<file path="src/rtl/aes_pkg.sv">
// Shared AES decryption types and the inverse S-box table.
//   aes_block_t : 128-bit AES state, byte 0 at [127:120], byte 15 at [7:0]
//   aes_byte_t  : one state byte
//   INV_SBOX    : 256-entry inverse substitution table, indexed by the input byte
//   inv_sbox()  : table lookup helper
package aes_pkg;

  typedef logic [127:0] aes_block_t;
  typedef logic [7:0]   aes_byte_t;

  localparam aes_byte_t INV_SBOX [256] = '{
    8'h52, 8'h09, 8'h6a, 8'hd5, 8'h30, 8'h36, 8'ha5, 8'h38, 8'hbf, 8'h40, 8'ha3, 8'h9e, 8'h81, 8'hf3, 8'hd7, 8'hfb,
    8'h7c, 8'he3, 8'h39, 8'h82, 8'h9b, 8'h2f, 8'hff, 8'h87, 8'h34, 8'h8e, 8'h43, 8'h44, 8'hc4, 8'hde, 8'he9, 8'hcb,
    8'h54, 8'h7b, 8'h94, 8'h32, 8'ha6, 8'hc2, 8'h23, 8'h3d, 8'hee, 8'h4c, 8'h95, 8'h0b, 8'h42, 8'hfa, 8'hc3, 8'h4e,
    8'h08, 8'h2e, 8'ha1, 8'h66, 8'h28, 8'hd9, 8'h24, 8'hb2, 8'h76, 8'h5b, 8'ha2, 8'h49, 8'h6d, 8'h8b, 8'hd1, 8'h25,
    8'h72, 8'hf8, 8'hf6, 8'h64, 8'h86, 8'h68, 8'h98, 8'h16, 8'hd4, 8'ha4, 8'h5c, 8'hcc, 8'h5d, 8'h65, 8'hb6, 8'h92,
    8'h6c, 8'h70, 8'h48, 8'h50, 8'hfd, 8'hed, 8'hb9, 8'hda, 8'h5e, 8'h15, 8'h46, 8'h57, 8'ha7, 8'h8d, 8'h9d, 8'h84,
    8'h90, 8'hd8, 8'hab, 8'h00, 8'h8c, 8'hbc, 8'hd3, 8'h0a, 8'hf7, 8'he4, 8'h58, 8'h05, 8'hb8, 8'hb3, 8'h45, 8'h06,
    8'hd0, 8'h2c, 8'h1e, 8'h8f, 8'hca, 8'h3f, 8'h0f, 8'h02, 8'hc1, 8'haf, 8'hbd, 8'h03, 8'h01, 8'h13, 8'h8a, 8'h6b,
    8'h3a, 8'h91, 8'h11, 8'h41, 8'h4f, 8'h67, 8'hdc, 8'hea, 8'h97, 8'hf2, 8'hcf, 8'hce, 8'hf0, 8'hb4, 8'he6, 8'h73,
    8'h96, 8'hac, 8'h74, 8'h22, 8'he7, 8'had, 8'h35, 8'h85, 8'he2, 8'hf9, 8'h37, 8'he8, 8'h1c, 8'h75, 8'hdf, 8'h6e,
    8'h47, 8'hf1, 8'h1a, 8'h71, 8'h1d, 8'h29, 8'hc5, 8'h89, 8'h6f, 8'hb7, 8'h62, 8'h0e, 8'haa, 8'h18, 8'hbe, 8'h1b,
    8'hfc, 8'h56, 8'h3e, 8'h4b, 8'hc6, 8'hd2, 8'h79, 8'h20, 8'h9a, 8'hdb, 8'hc0, 8'hfe, 8'h78, 8'hcd, 8'h5a, 8'hf4,
    8'h1f, 8'hdd, 8'ha8, 8'h33, 8'h88, 8'h07, 8'hc7, 8'h31, 8'hb1, 8'h12, 8'h10, 8'h59, 8'h27, 8'h80, 8'hec, 8'h5f,
    8'h60, 8'h51, 8'h7f, 8'ha9, 8'h19, 8'hb5, 8'h4a, 8'h0d, 8'h2d, 8'he5, 8'h7a, 8'h9f, 8'h93, 8'hc9, 8'h9c, 8'hef,
    8'ha0, 8'he0, 8'h3b, 8'h4d, 8'hae, 8'h2a, 8'hf5, 8'hb0, 8'hc8, 8'heb, 8'hbb, 8'h3c, 8'h83, 8'h53, 8'h99, 8'h61,
    8'h17, 8'h2b, 8'h04, 8'h7e, 8'hba, 8'h77, 8'hd6, 8'h26, 8'he1, 8'h69, 8'h14, 8'h63, 8'h55, 8'h21, 8'h0c, 8'h7d
  };

  function automatic aes_byte_t inv_sbox(input aes_byte_t b);
    return INV_SBOX[b];
  endfunction

endpackage

</file>
<file path="src/rtl/inv_sbox_lut.sv">
// Single combinational inverse S-box lookup lane.
//   byte_i : byte to substitute
//   byte_o : INV_SBOX[byte_i]
module inv_sbox_lut
  import aes_pkg::*;
(
  input  aes_byte_t byte_i,
  output aes_byte_t byte_o
);

  always_comb byte_o = inv_sbox(byte_i);

endmodule

</file>
<file path="src/rtl/inv_sub_bytes_seq.sv">
// Sequential AES InvSubBytes stage. A captured block is substituted in place,
// BYTES_PER_CYCLE bytes per clock, then offered downstream until accepted.
//   clk, rst            : clock, synchronous active-high reset
//   in_valid/in_ready   : input handshake, in_block = state from inv_shift_rows
//   out_valid/out_ready : output handshake, out_block = InvSubBytes(in_block)
//   busy                : high while substitution is in progress
// Byte 0 is [127:120], byte 15 is [7:0] on both in_block and out_block.
module inv_sub_bytes_seq
  import aes_pkg::*;
#(
  parameter int unsigned BYTES_PER_CYCLE = 1
) (
  input  logic         clk,
  input  logic         rst,
  input  logic         in_valid,
  output logic         in_ready,
  input  logic [127:0] in_block,
  output logic         out_valid,
  input  logic         out_ready,
  output logic [127:0] out_block,
  output logic         busy
);

  localparam int unsigned N  = 16 / BYTES_PER_CYCLE;
  localparam int unsigned CW = (N > 1) ? $clog2(N) : 1;
  localparam logic [CW-1:0] CNT_LAST = CW'(N - 1);

  typedef enum logic [1:0] {IDLE, BUSY, DONE} state_t;

  state_t          state_q, state_d;
  logic [CW-1:0]   cnt_q, cnt_d;
  // Packed as 16 bytes so state byte k sits at blk_q[15-k].
  logic [15:0][7:0] blk_q, blk_d;

  aes_byte_t lut_in  [BYTES_PER_CYCLE];
  aes_byte_t lut_out [BYTES_PER_CYCLE];

  // Lane j serves state byte cnt*BPC + j.
  always_comb begin
    for (int unsigned j = 0; j < BYTES_PER_CYCLE; j++) begin
      lut_in[j] = blk_q[4'(15 - (32'(cnt_q) * BYTES_PER_CYCLE + j))];
    end
  end

  for (genvar g = 0; g < int'(BYTES_PER_CYCLE); g++) begin : g_lane
    inv_sbox_lut u_lut (
      .byte_i (lut_in[g]),
      .byte_o (lut_out[g])
    );
  end

  always_comb begin
    state_d   = state_q;
    cnt_d     = cnt_q;
    blk_d     = blk_q;
    in_ready  = 1'b0;
    out_valid = 1'b0;
    busy      = 1'b0;
    unique case (state_q)
      IDLE: begin
        in_ready = 1'b1;
        if (in_valid) begin
          blk_d   = in_block;
          cnt_d   = '0;
          state_d = BUSY;
        end
      end
      BUSY: begin
        busy = 1'b1;
        for (int unsigned j = 0; j < BYTES_PER_CYCLE; j++) begin
          blk_d[4'(15 - (32'(cnt_q) * BYTES_PER_CYCLE + j))] = lut_out[j];
        end
        if (cnt_q == CNT_LAST) begin
          cnt_d   = '0;
          state_d = DONE;
        end else begin
          cnt_d = cnt_q + 1'b1;
        end
      end
      DONE: begin
        out_valid = 1'b1;
        // Accepting the result frees the register, so a new block may land on the same edge.
        in_ready  = out_ready;
        if (out_ready) begin
          if (in_valid) begin
            blk_d   = in_block;
            cnt_d   = '0;
            state_d = BUSY;
          end else begin
            state_d = IDLE;
          end
        end
      end
      default: state_d = IDLE;
    endcase
  end

  always_ff @(posedge clk) begin
    if (rst) begin
      state_q <= IDLE;
      cnt_q   <= '0;
      blk_q   <= '0;
    end else begin
      state_q <= state_d;
      cnt_q   <= cnt_d;
      blk_q   <= blk_d;
    end
  end

  assign out_block = blk_q;

endmodule

</file>
<file path="config.mk">
export PLATFORM = sky130hd
export DESIGN_NAME = inv_sub_bytes_seq
export DESIGN_NICKNAME = d
export VERILOG_FILES = /design/src/rtl/aes_pkg.sv /design/src/rtl/inv_sbox_lut.sv /design/src/rtl/inv_sub_bytes_seq.sv
export SDC_FILE = /design/constraint.sdc
export NUM_CORES = 1
export LEC_CHECK = 0
export CAP_MARGIN = 20
export CORE_MARGIN = 5
export CORE_UTILIZATION = 37
export CTS_BUF_LIST = sky130_fd_sc_hd__clkbuf_4
export CTS_CLUSTER_SIZE = 24
export DETAILED_ROUTE_END_ITERATION = 6
export MAX_ROUTING_LAYER = met4
export PLACE_DENSITY_LB_ADDON = 0.1
export SLEW_MARGIN = 20
export SYNTH_ARGS = -nofsm -noshare
export SYNTH_HDL_FRONTEND = slang
export SYNTH_SLANG_ARGS = --single-unit
</file>
<file path="constraint.sdc">
create_clock -name clk -period 4.4 [get_ports clk]
set_input_delay 0.44 -clock clk [delete_from_list [all_inputs] [get_ports clk]]
set_output_delay 0.44 -clock clk [all_outputs]
set_load 0.01 [all_outputs]
</file>
After elaboration in Yosys (flattened, before gate mapping) --
Memory sizes are Yosys's and may differ from the RTL's. Index checks and enable logic that the tools add are counted.
Storage, ports and cells: memories kept 1, register bits 134, bits of input ports 132, output and inout bits 131, word-level logic and storage cells 58, ROM bits 2048
Operators by class: multiplexer cells 22, order comparisons 3, equal/unequal tests 6, reduce and logical (&&, ||, !) cells 5, bitwise logic cells 1, add/subtract/negate cells 2
Memory list:
- (no name shown) | words 256, bits a word 8, read ports 1, clocked after Yosys merged registers in 0, wr ports 0, RTL line aes_pkg.sv:31 | return INV_SBOX[b];
Operator list (number):
- one-hot mux 128 bit (3 select lines) | 1
- 2-to-1 mux 128 bit | 2
- bitwise mux 128 bit | 1
- binary-select mux 8 bit (select 4 bit) | 1
- demux 8 bit (select 4 bit) | 1
- 2-to-1 mux 8 bit | 4
- 2-to-1 mux 4 bit | 3
- one-hot mux 4 bit (3 select lines) | 1
- >= comparator 9 bit (second input constant) | 1
- inverter 8 -> 9 bit | 1
- 2-to-1 mux 2 bit | 3
- inequality test 2 bit (second input constant) | 3
- one-hot mux 2 bit (3 select lines) | 1
- < comparator 4 x 5 -> 1 bit (second input constant) | 1
- adder 4 x 1 -> 4 bit (second input constant) | 1
- == test 4 bit (second input constant) | 1
- >= comparator 4 x 1 -> 1 bit (second input constant) | 1
- subtractor 4 bit (first input constant) | 1
- 2-to-1 mux 1 bit | 3
- AND reduction 3 bit | 1
- nonzero test 3 bit | 1
- == test 2 x 1 -> 1 bit (second input constant) | 1
- == test 2 bit (second input constant) | 1
- logical NOT 2 bit | 1
- 3 further kinds | 3

Longest topological paths before layout --
depth after elaboration 9, gate-level depth with buffers 20, depth with buffers taken out 13

Cells and area by module --
A second synthesis with hierarchy kept.
Second synthesis, totals: cells, all modules 1415, area total of the unflattened synthesis 11387.2 sq um
Modules (own cells, without submodules):
- inv_sub_bytes_seq | area an instance 8076.5 sq um, cells an instance 887, seq. area each 2682.6 sq um, times used 1
- inv_sbox_lut | area an instance 3310.7 sq um, cells an instance 528, seq. area each 0.0 sq um, times used 1

Worst setup path before layout --
Ideal clock, no wire load.
path type reg2reg, from register cnt_q[0], to register blk_q, in the netlist out_block[25], period minus slack after synthesis 4229 ps, required time 4274 ps, path slack 171 ps, cell stages (with the launch flop) 20, setup time 126 ps, arrival 4103 ps, cells stage by stage dfxtp_1 > buf_4 > buf_6 > mux4_2 > nand2_1 > and4_1 > buf_4 > clkinv_1 > clkbuf_1 > ha_1 > clkbuf_1 > o211ai_1 > o21a_1 > buf_2 > o21ai_0 > a2111oi_2 > nor3_2 > buf_4 > a2111oi_2 > a21oi_1
Between the ends: longest elaborated chain between the ends 9
Ends and longest elaborated chain:
- start: declaration | RTL line inv_sub_bytes_seq.sv:31 | logic [CW-1:0] cnt_q, cnt_d;
- start signal: assignment | RTL line inv_sub_bytes_seq.sv:105 | cnt_q <= cnt_d;
- subtractor 4 bit (*) | RTL line inv_sub_bytes_seq.sv:41, inv_sub_bytes_seq.sv:71
- binary-select mux 8 bit (select 4 bit) | RTL line inv_sub_bytes_seq.sv:41 | lut_in[j] = blk_q[4'(15 - (32'(cnt_q) * BYTES_PER_CYCLE + j))];
- 2-to-1 mux 8 bit (not written as such) | RTL line inv_sub_bytes_seq.sv:41
- inverter 8 -> 9 bit (not written as such) | RTL line aes_pkg.sv:31
- memory (256 x 8 bit)
- 2-to-1 mux 8 bit (not written as such) (2 in a row) | RTL line aes_pkg.sv:31
- bitwise mux 128 bit (*) | RTL line inv_sub_bytes_seq.sv:71 | blk_d[4'(15 - (32'(cnt_q) * BYTES_PER_CYCLE + j))] = lut_out[j];
- one-hot mux 128 bit (3 select lines) (*) | RTL line inv_sub_bytes_seq.sv:59 | unique case (state_q)
- end signal: assignment | RTL line inv_sub_bytes_seq.sv:106 | blk_q <= blk_d;
- end: declaration | RTL line inv_sub_bytes_seq.sv:33 | logic [15:0][7:0] blk_q, blk_d;
Every way passes the cells marked *; elsewhere a longest branch is shown, timed or not. The select of a mux whose other input is x is not followed. A chain may end at the register's enable or synchronous reset.

Worst setup path after layout --
from register cnt_q[1], to register blk_q, in the netlist out_block[109]
The elaborated chain is that of the path after synthesis.

==> flow_summary.json <==
{
  "gp_congestion": 1.06,
  "vias": 16400,
  "final_cells": 2406,
  "met1_usage_pct": 48.8,
  "die_area_um2": 37100,
  "tns_ns": 0,
  "yosysWarnings": 0,
  "cellLeakagePower_uw": 0.00616,
  "io_buffers": 262,
  "synth.avg_cell_area_um2": 7.72,
  "dr.pass1.iters": 7,
  "vias_per_cell": 6.82,
  "synth_area_um2": 12300,
  "finClkSkew_ns": 0.0213,
  "gr-usage-met3_pct": 7.53,
  "overflow": 0,
  "slew_viol_final": 0,
  "place_inst": 2369,
  "max-cap-violations": 0,
  "hold_start": "in_block[27]",
  "synth_edf_count": 0,
  "synth_flop_cell": "dfxtp_1",
  "min_period_ns": 4.33,
  "hold_path_depth": 3,
  "clkSinkCount": 134,
  "ys_seq_area_share_pct": 21.8,
  "cts_hold_buf": 0,
  "fin_util_pct": 52.1,
  "final_layout_size_suffix_gt1_share_pct": 20.4,
  "synth.distinct_cells": 94,
  "start_util_pct": 37.7,
  "htreeDepth": 4,
  "power_density_nw_per_um2": 411,
  "core_area_um2": 32700,
  "die_w_um": 193,
  "timing_hold_violations_final": 0,
  "grt_antenna_before_repair": 1,
  "syn_inst": 1598,
  "busiest_layer": "met2",
  "critical_path_arrival_ns": 4.79,
  "start_kind": "flop",
  "cts_tree": "yes",
  "crit_type": "flop to flop",
  "totalWireLength_um": 74900,
  "slew_headroom_pct": 21.5,
  "avgRoutedWirePerCell_um": 31.1,
  "finalSetupViolations": 0,
  "die_h_um": 193,
  "drc_errors": 0,
  "worstSetupEndpointType": "flop",
  "worstReg2RegEnd": "out_block[109]",
  "num-nets-final": 2106,
  "hold_end": "out_block[27]",
  "ctsLongestPathBuffers": 2,
  "drt_iter0_drc": 2482,
  "r2r_start": "cnt_q[1]",
  "pre_cts_ws_ns": -0.199,
  "clk_pin_slew_ns": 0.15,
  "area_growth_pct": 38.0,
  "rsz0062_at_grt": "no",
  "fp-row-count": 66,
  "cts_inserted_buffers": 17,
  "fin_hold_ws_ns": 0.449,
  "grt_pass1_vias": 15900,
  "place_hpwl_um": 57200,
  "status": "completed",
  "use_met2_pct": 63.1,
  "worstRegToRegCells": 16,
  "grtUsageTotal_pct": 40.1,
  "rrSetupSlack_ns": 0.07,
  "synth_nets": 1754,
  "ys_async_sr_fraction_pct": 0,
  "grt_first_pass_wirelength_um": 108000,
  "cp_max_fo": 21,
  "hold_class": "input port to flop",
  "fin_ws_ns": 0.0740,
  "required_ns": 4.86,
  "grt_max_degree": 85,
  "fmax_mhz": 231,
  "synth-seq-cells": 134,
  "worst_pin_slew_ns": 1.17,
  "ant_nets": 0,
  "insertion_delay_ns": 0.61,
  "clockRootBuffer": "clkbuf_4",
  "ir_drop_uv": 222,
  "pin_count": 263,
  "post-route-period-util_pct": 98.3
}
[critical path, stage by stage (launching register included)]
cell and delay, ns:
dfxtp_4 0.49, buf_4 0.19, mux4_2 0.54, mux2i_1 0.32
buf_4 0.18, mux2_2 0.21, buf_12 0.20, buf_4 0.22
buf_4 0.19, nand2_1 0.07, a31o_2 0.26, buf_4 0.14
o221ai_1 0.42, o2111ai_2 0.24, buf_12 0.21, o211ai_1 0.13
a211oi_1 0.11
[how the worst max path moves through the flow]
| stage | startpoint | endpoint |
|---|---|---|
| 3_3_place_gp | cnt_q[0] | out_block[89] |
| 4_1_cts | cnt_q[1] | out_block[36] |
| 2_1_floorplan | cnt_q[0] | out_block[25] |
| 3_5_place_dp | cnt_q[0] | out_block[1] |
| 5_1_grt | cnt_q[0] | out_block[97] |
| 6_report | cnt_q[1] | out_block[109] |
[registers in the layout, indices dropped and copies added (netlist names)]
signal / cells
cnt_q: 4
out_block: 128
state_q: 2
[power by group]
| group | leakage, uW | internal, uW | switching (uW) |
|---|---|---|---|
| clock network | 0.000128 | 235 | 577 |
| registers | 0.00111 | 1350 | 166 |
| logic | 0.00492 | 1840 | 2830 |
[metal layers]
metal  vias to the layer above  share of wire [%]
met3                       349                 10
met4                         0                6.9
met1                      7811                 37
li1                       6905                  -
met2                      1338                 46
met5                         -                  0
[area by class of cell]
cell class,count,area (um^2)
clock inverter,15,121
tap,442,553
clock buffer,17,128
sequential,134,2690
multi-input combinational,1278,8730
inverter,19,71.3
antenna,1,2.50
timing repair buffer,500,4730
fill,3167,15700
[through the flow]
step	instance area (um^2)	total power (uW)
floorplan	12300	3650
global placement	16700	6050
detailed placement	16700	5990
CTS	17000	6790
global route	17000	7160
finish	17000	7000
[kinds of logic after synthesis]
family                   after synthesis  synth area share, %
AO/OA/AOI/OAI                        674                 40.8
AND/OR/NAND/NOR                      530                 19.8
buffers and inverters                186                 8.02
flip-flops                           134                 21.8
multiplexers                          49                 7.08
adder cells (fa/ha/maj)               24                 2.44
XOR/XNOR                               1               0.0710
[synthesized netlist by cell type, types with 8 or more instances]
library cell | number | area [um^2]
a2111oi_0 | 9 | 78.8
a2111oi_2 | 9 | 135
a211o_1 | 45 | 394
a211oi_1 | 39 | 293
a211oi_2 | 19 | 238
a21oi_1 | 208 | 1040
a311oi_1 | 17 | 149
a31o_1 | 10 | 87.6
a31oi_1 | 44 | 275
and2_1 | 8 | 50.1
and3_1 | 8 | 50.1
buf_2 | 44 | 220
buf_4 | 18 | 135
buf_6 | 20 | 225
clkbuf_1 | 76 | 285
dfxtp_1 | 134 | 2680
ha_1 | 24 | 300
inv_1 | 14 | 52.6
mux2i_1 | 13 | 130
mux4_2 | 30 | 676
nand2_1 | 134 | 503
nand2b_1 | 17 | 106
nand3_1 | 39 | 195
nor2_1 | 200 | 751
nor2b_1 | 8 | 50.1
nor3_1 | 57 | 285
o2111ai_1 | 33 | 289
o211ai_1 | 38 | 285
o211ai_2 | 10 | 125
o21ai_0 | 40 | 200
o21bai_1 | 10 | 75.1
o221ai_1 | 15 | 131
o311ai_0 | 8 | 70.1
o32ai_1 | 10 | 87.6
or3_1 | 27 | 169
[what timing repair did]
item | 4_1_cts | 5_1_grt
setup endpoints to repair | 16 | 46
resized for setup | 2 | 8
setup buffers | 0 | 4
hold endpoints to repair | 0 | 0
pin swaps | 0 | 0
[cells in the final DEF (no fill, tap or decap), types with 13 or more instances in the layout]
cell             instances
clkdlybuf4s50_1        261
buf_4                  213
a21oi_1                207
nor2_1                 199
nand2_1                134
dfxtp_1                132
nor3_1                  57
a211o_1                 45
a31oi_1                 40
o21ai_0                 40
nand3_1                 39
a211oi_1                39
o211ai_1                38
o2111ai_1               33
mux4_2                  30
or3_1                   27
buf_12                  26
ha_1                    24
a211oi_2                19
clkbuf_4                17
nand2b_1                16
a311oi_1                16
o221ai_1                15
inv_1                   14
mux2i_1                 13
Power figures use the tool's default switching activity.
